`src/rtl/traffic_pkg.sv`:
```
// traffic_pkg: light encodings and controller state enum shared by the traffic light RTL
package traffic_pkg;
  localparam logic [2:0] LIGHT_RED    = 3'b100;
  localparam logic [2:0] LIGHT_GREEN  = 3'b010;
  localparam logic [2:0] LIGHT_YELLOW = 3'b001;
  localparam logic [2:0] LIGHT_OFF    = 3'b000;
  typedef enum logic [2:0] {S_ALLRED, S_GREEN, S_YELLOW, S_WALK, S_FLASH} state_e;
endpackage

```
`src/rtl/phase_timer.sv`:
```
// phase_timer: phase cycle counter; done_o marks the last cycle (count == dur_i-1)
// Ports: clock, reset_n (async low), clear_i (sync clear), en_i (advance),
//        dur_i (phase length), done_o (count at dur_i-1)
module phase_timer #(
  parameter int CNT_W = 8
) (
  input  logic             clock,
  input  logic             reset_n,
  input  logic             clear_i,
  input  logic             en_i,
  input  logic [CNT_W-1:0] dur_i,
  output logic             done_o
);
  logic [CNT_W-1:0] cnt_q, cnt_d;
  assign cnt_d  = clear_i ? '0 : en_i ? cnt_q + CNT_W'(1) : cnt_q;
  assign done_o = cnt_q == dur_i - CNT_W'(1);
  always_ff @(posedge clock or negedge reset_n)
    if (!reset_n) cnt_q <= '0;
    else          cnt_q <= cnt_d;
endmodule

```
`src/rtl/traffic_light_ctrl.sv`:
```
// traffic_light_ctrl: multi-direction traffic light sequencer with pedestrian walk and flash mode
// Ports: clock, reset_n (async low), enable (advance timer), flash_mode (force flashing),
//        ped_req (walk request), light (3 one-hot bits per direction), ped_walk,
//        active_dir (direction holding or last holding green)
module traffic_light_ctrl
  import traffic_pkg::*;
#(
  parameter int NUM_DIR  = 2,
  parameter int CNT_W    = 8,
  parameter int GREEN_T  = 20,
  parameter int YELLOW_T = 4,
  parameter int ALLRED_T = 2,
  parameter int WALK_T   = 10,
  parameter int FLASH_T  = 8,
  localparam int DIR_W   = $clog2(NUM_DIR)
) (
  input  logic                 clock,
  input  logic                 reset_n,
  input  logic                 enable,
  input  logic                 flash_mode,
  input  logic                 ped_req,
  output logic [3*NUM_DIR-1:0] light,
  output logic                 ped_walk,
  output logic [DIR_W-1:0]     active_dir
);
  localparam int MAX_T = (1 << CNT_W) - 1;
  if (NUM_DIR < 2 || NUM_DIR > 4) begin : g_bad_dir
    $error("NUM_DIR must be in 2..4");
  end
  if (GREEN_T < 1 || GREEN_T > MAX_T || YELLOW_T < 1 || YELLOW_T > MAX_T ||
      ALLRED_T < 1 || ALLRED_T > MAX_T || WALK_T < 1 || WALK_T > MAX_T ||
      FLASH_T < 1 || FLASH_T > MAX_T) begin : g_bad_dur
    $error("phase durations must be in 1..2^CNT_W-1");
  end
  state_e           state_q, state_d;
  logic [DIR_W-1:0] dir_q, dir_d, dir_nxt;
  logic             pend_q, pend_d, blink_q, blink_d, clr, done;
  logic [CNT_W-1:0] dur;
  assign dur = state_q == S_GREEN  ? CNT_W'(GREEN_T)  :
               state_q == S_YELLOW ? CNT_W'(YELLOW_T) :
               state_q == S_WALK   ? CNT_W'(WALK_T)   :
               state_q == S_FLASH  ? CNT_W'(FLASH_T)  : CNT_W'(ALLRED_T);
  assign dir_nxt = dir_q == DIR_W'(NUM_DIR - 1) ? '0 : dir_q + DIR_W'(1);
  phase_timer #(.CNT_W(CNT_W)) u_timer (
    .clock   (clock),
    .reset_n (reset_n),
    .clear_i (clr),
    .en_i    (enable),
    .dur_i   (dur),
    .done_o  (done)
  );
  // Flash handling sits ahead of the timed sequence so it overrides both enable and expiry;
  // in FLASH the timer wraps every FLASH_T cycles to pace the blink.
  always_comb begin
    state_d = state_q;
    dir_d   = dir_q;
    blink_d = blink_q;
    pend_d  = pend_q | ped_req;
    clr     = 1'b0;
    if (flash_mode) begin
      state_d = S_FLASH;
      if (state_q != S_FLASH) begin
        blink_d = 1'b1;
        clr     = 1'b1;
      end else if (enable && done) begin
        blink_d = ~blink_q;
        clr     = 1'b1;
      end
    end else if (state_q == S_FLASH) begin
      state_d = S_ALLRED;
      clr     = 1'b1;
    end else if (enable && done) begin
      clr = 1'b1;
      case (state_q)
        S_GREEN:  state_d = S_YELLOW;
        S_YELLOW: state_d = S_ALLRED;
        S_ALLRED: begin
          state_d = pend_q ? S_WALK : S_GREEN;
          dir_d   = pend_q ? dir_q : dir_nxt;
        end
        S_WALK: begin
          state_d = S_GREEN;
          dir_d   = dir_nxt;
          pend_d  = 1'b0;
        end
        default: state_d = S_ALLRED;
      endcase
    end
  end
  always_ff @(posedge clock or negedge reset_n)
    if (!reset_n) begin
      state_q <= S_ALLRED;
      dir_q   <= DIR_W'(NUM_DIR - 1);
      pend_q  <= 1'b0;
      blink_q <= 1'b1;
    end else begin
      state_q <= state_d;
      dir_q   <= dir_d;
      pend_q  <= pend_d;
      blink_q <= blink_d;
    end
  always_comb begin
    light = '0;
    for (int d = 0; d < NUM_DIR; d++)
      light[3*d +: 3] = state_q == S_FLASH   ? (blink_q ? LIGHT_YELLOW : LIGHT_OFF) :
                        DIR_W'(d) != dir_q   ? LIGHT_RED    :
                        state_q == S_GREEN   ? LIGHT_GREEN  :
                        state_q == S_YELLOW  ? LIGHT_YELLOW : LIGHT_RED;
  end
  assign ped_walk   = state_q == S_WALK;
  assign active_dir = dir_q;
endmodule
```
`config.mk`:
```
export PLATFORM = sky130hd
export DESIGN_NAME = traffic_light_ctrl
export DESIGN_NICKNAME = d
export VERILOG_FILES = /design/src/rtl/traffic_pkg.sv /design/src/rtl/phase_timer.sv /design/src/rtl/traffic_light_ctrl.sv
export SDC_FILE = /design/constraint.sdc
export NUM_CORES = 1
export LEC_CHECK = 0
export CELL_PAD_IN_SITES_DETAIL_PLACEMENT = 0
export CELL_PAD_IN_SITES_GLOBAL_PLACEMENT = 1
export CORE_UTILIZATION = 42
export DETAILED_ROUTE_END_ITERATION = 10
export GPL_TIMING_DRIVEN = 0
export MAX_ROUTING_LAYER = met4
export PLACE_DENSITY_LB_ADDON = 0.1
export SLEW_MARGIN = 20
export SYNTH_ARGS = -nofsm -noshare
export SYNTH_HDL_FRONTEND = slang
export SYNTH_SLANG_ARGS = --single-unit
```
`constraint.sdc`:
```
create_clock -name clock -period 1.93 [get_ports clock]
set_input_delay 0.386 -clock clock [delete_from_list [all_inputs] [get_ports clock]]
set_output_delay 0.386 -clock clock [all_outputs]
set_load 0.005 [all_outputs]
```
==> results.cfg <==
[power_and_ir_drop]
p_leak_uw = 0.0005544
p_per_area_nw_per_um2 = 624.0
clkPwrFrac_pct = 26.2
p_sw_share_pct = 32.71
power_uw = 833.9
power.share.combinational_pct = 32.0
peakVddDrop_mv = 0.4332
pwr-share-seq_pct = 41.8
p_int_uw = 561.1
switching_power_uw = 272.7

[job]
drv_cap = 0

[worst_setup_path]
ff2ff_setup_slack_ns = 0.02
crit_path_start_kind = flop
max_stage_delay_ns = 0.40
cp_cell_sequence = buf_6 > or3b_4 > buf_6 > o21ai_4 > nand3_4 > nor2_4 > buf_12 > a31oi_1
cpMostUsedCell = buf_6
arrival_ns = 2.07
reg2reg_from = state_q[2]$_DFFE_PN0P_
end_kind = flop
critPathRequiredTime_ns = 2.09
path_class = reg -> reg
path_max_fanout = 10
slowest_stage = dfrtp_1
crit_start = state_q[2]$_DFFE_PN0P_

[synth]
synth.top_cell.area_share_pct = 28.71
synth_seq_cells = 14
synthDistinctLibCells = 43
synth_seq_area_share_pct = 33.73
synth_top_area_cell = dfrtp_1
synthArstFlopShare_pct = 100.0
ys_top_cells_by_area = dfrtp_1 (29%), dfstp_2 (5.0%), xor2_1 (5.0%)
synth_area_per_cell_um2 = 9.776
synth_nets = 114
synth_edf_count = 0
synthFlopType = dfrtp_1
netlist_area_um2 = 1046
yosysWarnings = 0
netlist_instances = 107

[sta]
relSlewSlack_pct = 54.22
rsz0062_at_grt = true
finalSetupViolCount = 0
slew_viol_final = 0
whs_ns = 0.5075
skew_ns = 0.003335
hold_viol_final = 0
timing.final.crit_share_pct = 98.89
fmax_mhz = 523.9
period_needed_ns = 1.909
tightest_slew_ns = 0.6846

[global_routing]
grt_pass1_vias = 806
antenna_found_initial = 0
grt_remaining_overflow = 0
grt_pass1_wl_um = 3746
grt_max_degree = 15
track_usage_pct = 20.34

[cells_and_area]
area_growth_pct = 27.75
drive_gt1_share_pct = 41.09
nets = 137
final_util_pct = 58.71
instances_no_fill = 157
n_antenna_cell = 0
nFillCells = 201

[cts]
cts_tree = built
hold_buffers = 0
cts-root-buf = clkbuf_4
cts.path.max_buffers = 2
clock-sinks = 14
cts_buffers = 3
clk_latency_ns = 0.28
htree_levels = 1
clkTransAtPathRegs_ns = 0.09

[detailed_routing]
viasPerCell = 5.369
num_vias = 843
wirelength_um = 2267
ant_nets = 0
drtIter0Drc = 16
drcViolationCount = 0
wire_per_inst_um = 14.44
dr.pass1.iters = 4

[placement]
place_inst = 146
hpwl_um = 1542
io_buffers = 11
gp_congestion = 0.7391

[floorplanning]
num_rows = 17
die_w_um = 51.91
dieHeight_um = 51.91
fp.dieArea_um2 = 2694
core-area_um2 = 2276
ios = 13
initial_utilization_pct = 45.96

[worst_hold_path]
worst_hold_path_type = in -> async

[status]
status = complete, no violations
==> path summary, 6_finish.rpt <==
kind,endpoint,cells after the start
max,pend_q$_DFF_PN0_,8
min in group clock,u_timer.cnt_q[0]$_DFFE_PN0P_,3
min,state_q[2]$_DFFE_PN0P_,1
max in group asynchronous,state_q[1]$_DFFE_PN0P_,1
max reg2reg,pend_q$_DFF_PN0_,8
min reg2reg,active_dir$_DFFE_PN1P_,1
==> cells in the final DEF, fill, tap and decap left out, drive strengths merged, types with 2 or more instances in the layout <==
cell type / n
a21oi: 5
and2: 2
buf: 17
clkbuf: 7
clkdlybuf4s50: 4
dfrtp: 12
dfstp: 2
dlygate4sd2: 2
ha: 2
inv: 4
mux2i: 2
nand2: 6
nand3: 4
nand3b: 4
nand4: 4
nor2: 11
nor3: 9
nor4: 2
o21ai: 5
or2b: 3
xnor2: 3
xor2: 6
==> power by group through the flow <==
stage	Combinational [µW]	Clock (µW)	Sequential [µW]
after floorplan	168	0	346
after global placement	241	0	352
after detailed placement	244	0	353
after CTS	249	232	347
after global routing	293	241	353
final	267	218	349
==> final cells by class <==
cell class,instances,area (µm²),area share [%]
tap,28,35.03,2.622
timing repair buffer,19,146.4,10.96
clock buffer,4,36.28,2.715
sequential,14,354.1,26.50
multi-input combinational,81,681.9,51.03
inverter,4,15.01,1.124
buffer,7,67.56,5.056
==> logic make-up (layout without fill, tap and decap cells) <==
logic type                 after synthesis  in the layout  share of synthesized area, %
muxes                                    2              2                         1.914
xor gates and xnor gates                 9              9                         7.536
DFF                                     14             14                         33.73
buffers and inverters                   12             34                         7.295
AOI/OAI and AO/OA                       16             16                         12.68
and+or+nand+nor                         51             51                         33.49
adders and majority gates                3              3                         3.349
==> critical path, delay by kind of cell (launching register included) <==
family	cells	cell delay, ns
and+or+nand+nor	3	0.71
buffers and inverters	3	0.44
DFF	1	0.40
AOI/OAI and AO/OA	2	0.25
==> cells in the mapped netlist (3+ instances only) <==
master	count
nor2_1	10
nand4_1	4
xnor2_1	3
o21ai_0	3
dfrtp_1	12
nand2_1	6
nand3_1	3
a21oi_1	4
nand3b_1	4
nor3_1	4
buf_6	4
inv_1	4
nor3_2	5
xor2_1	6
==> through the flow <==
step	setup TNS [ns]	area [µm²]	setup WS (ns)
2_1_floorplan	0	1046	0.2153
3_3_place_gp	-0.2913	1191	-0.04204
3_5_place_dp	-0.5716	1191	-0.07464
4_1_cts	-0.07517	1294	-0.07517
5_1_grt	-0.1305	1336	-0.04231
6_report	0	1336	0.02140
==> state kept, by name, summed over array words and instances (netlist names) <==
name           count
u_timer.cnt_q      8
state_q            3
active_dir         1
blink_q            1
pend_q             1
==> routing by layer <==
metal	up-vias	wire, µm	part of all wire, %	global-route usage [%]
met5	-	0	0	-
met4	0	33	1.5	11.26
met3	4	87	3.8	4.094
met2	17	1092	48	30.34
met1	397	1054	46	25.59
li1	425	-	-	-
==> timing repair <==
item	CTS	global route
buffers inserted	6	2
pin swaps	7	6
endpoints found under the hold margin	0	0
setup endpoints to repair	7	16
gates cloned	1	0
gates resized for setup	31	14
Power figures use the tool's default switching activity.
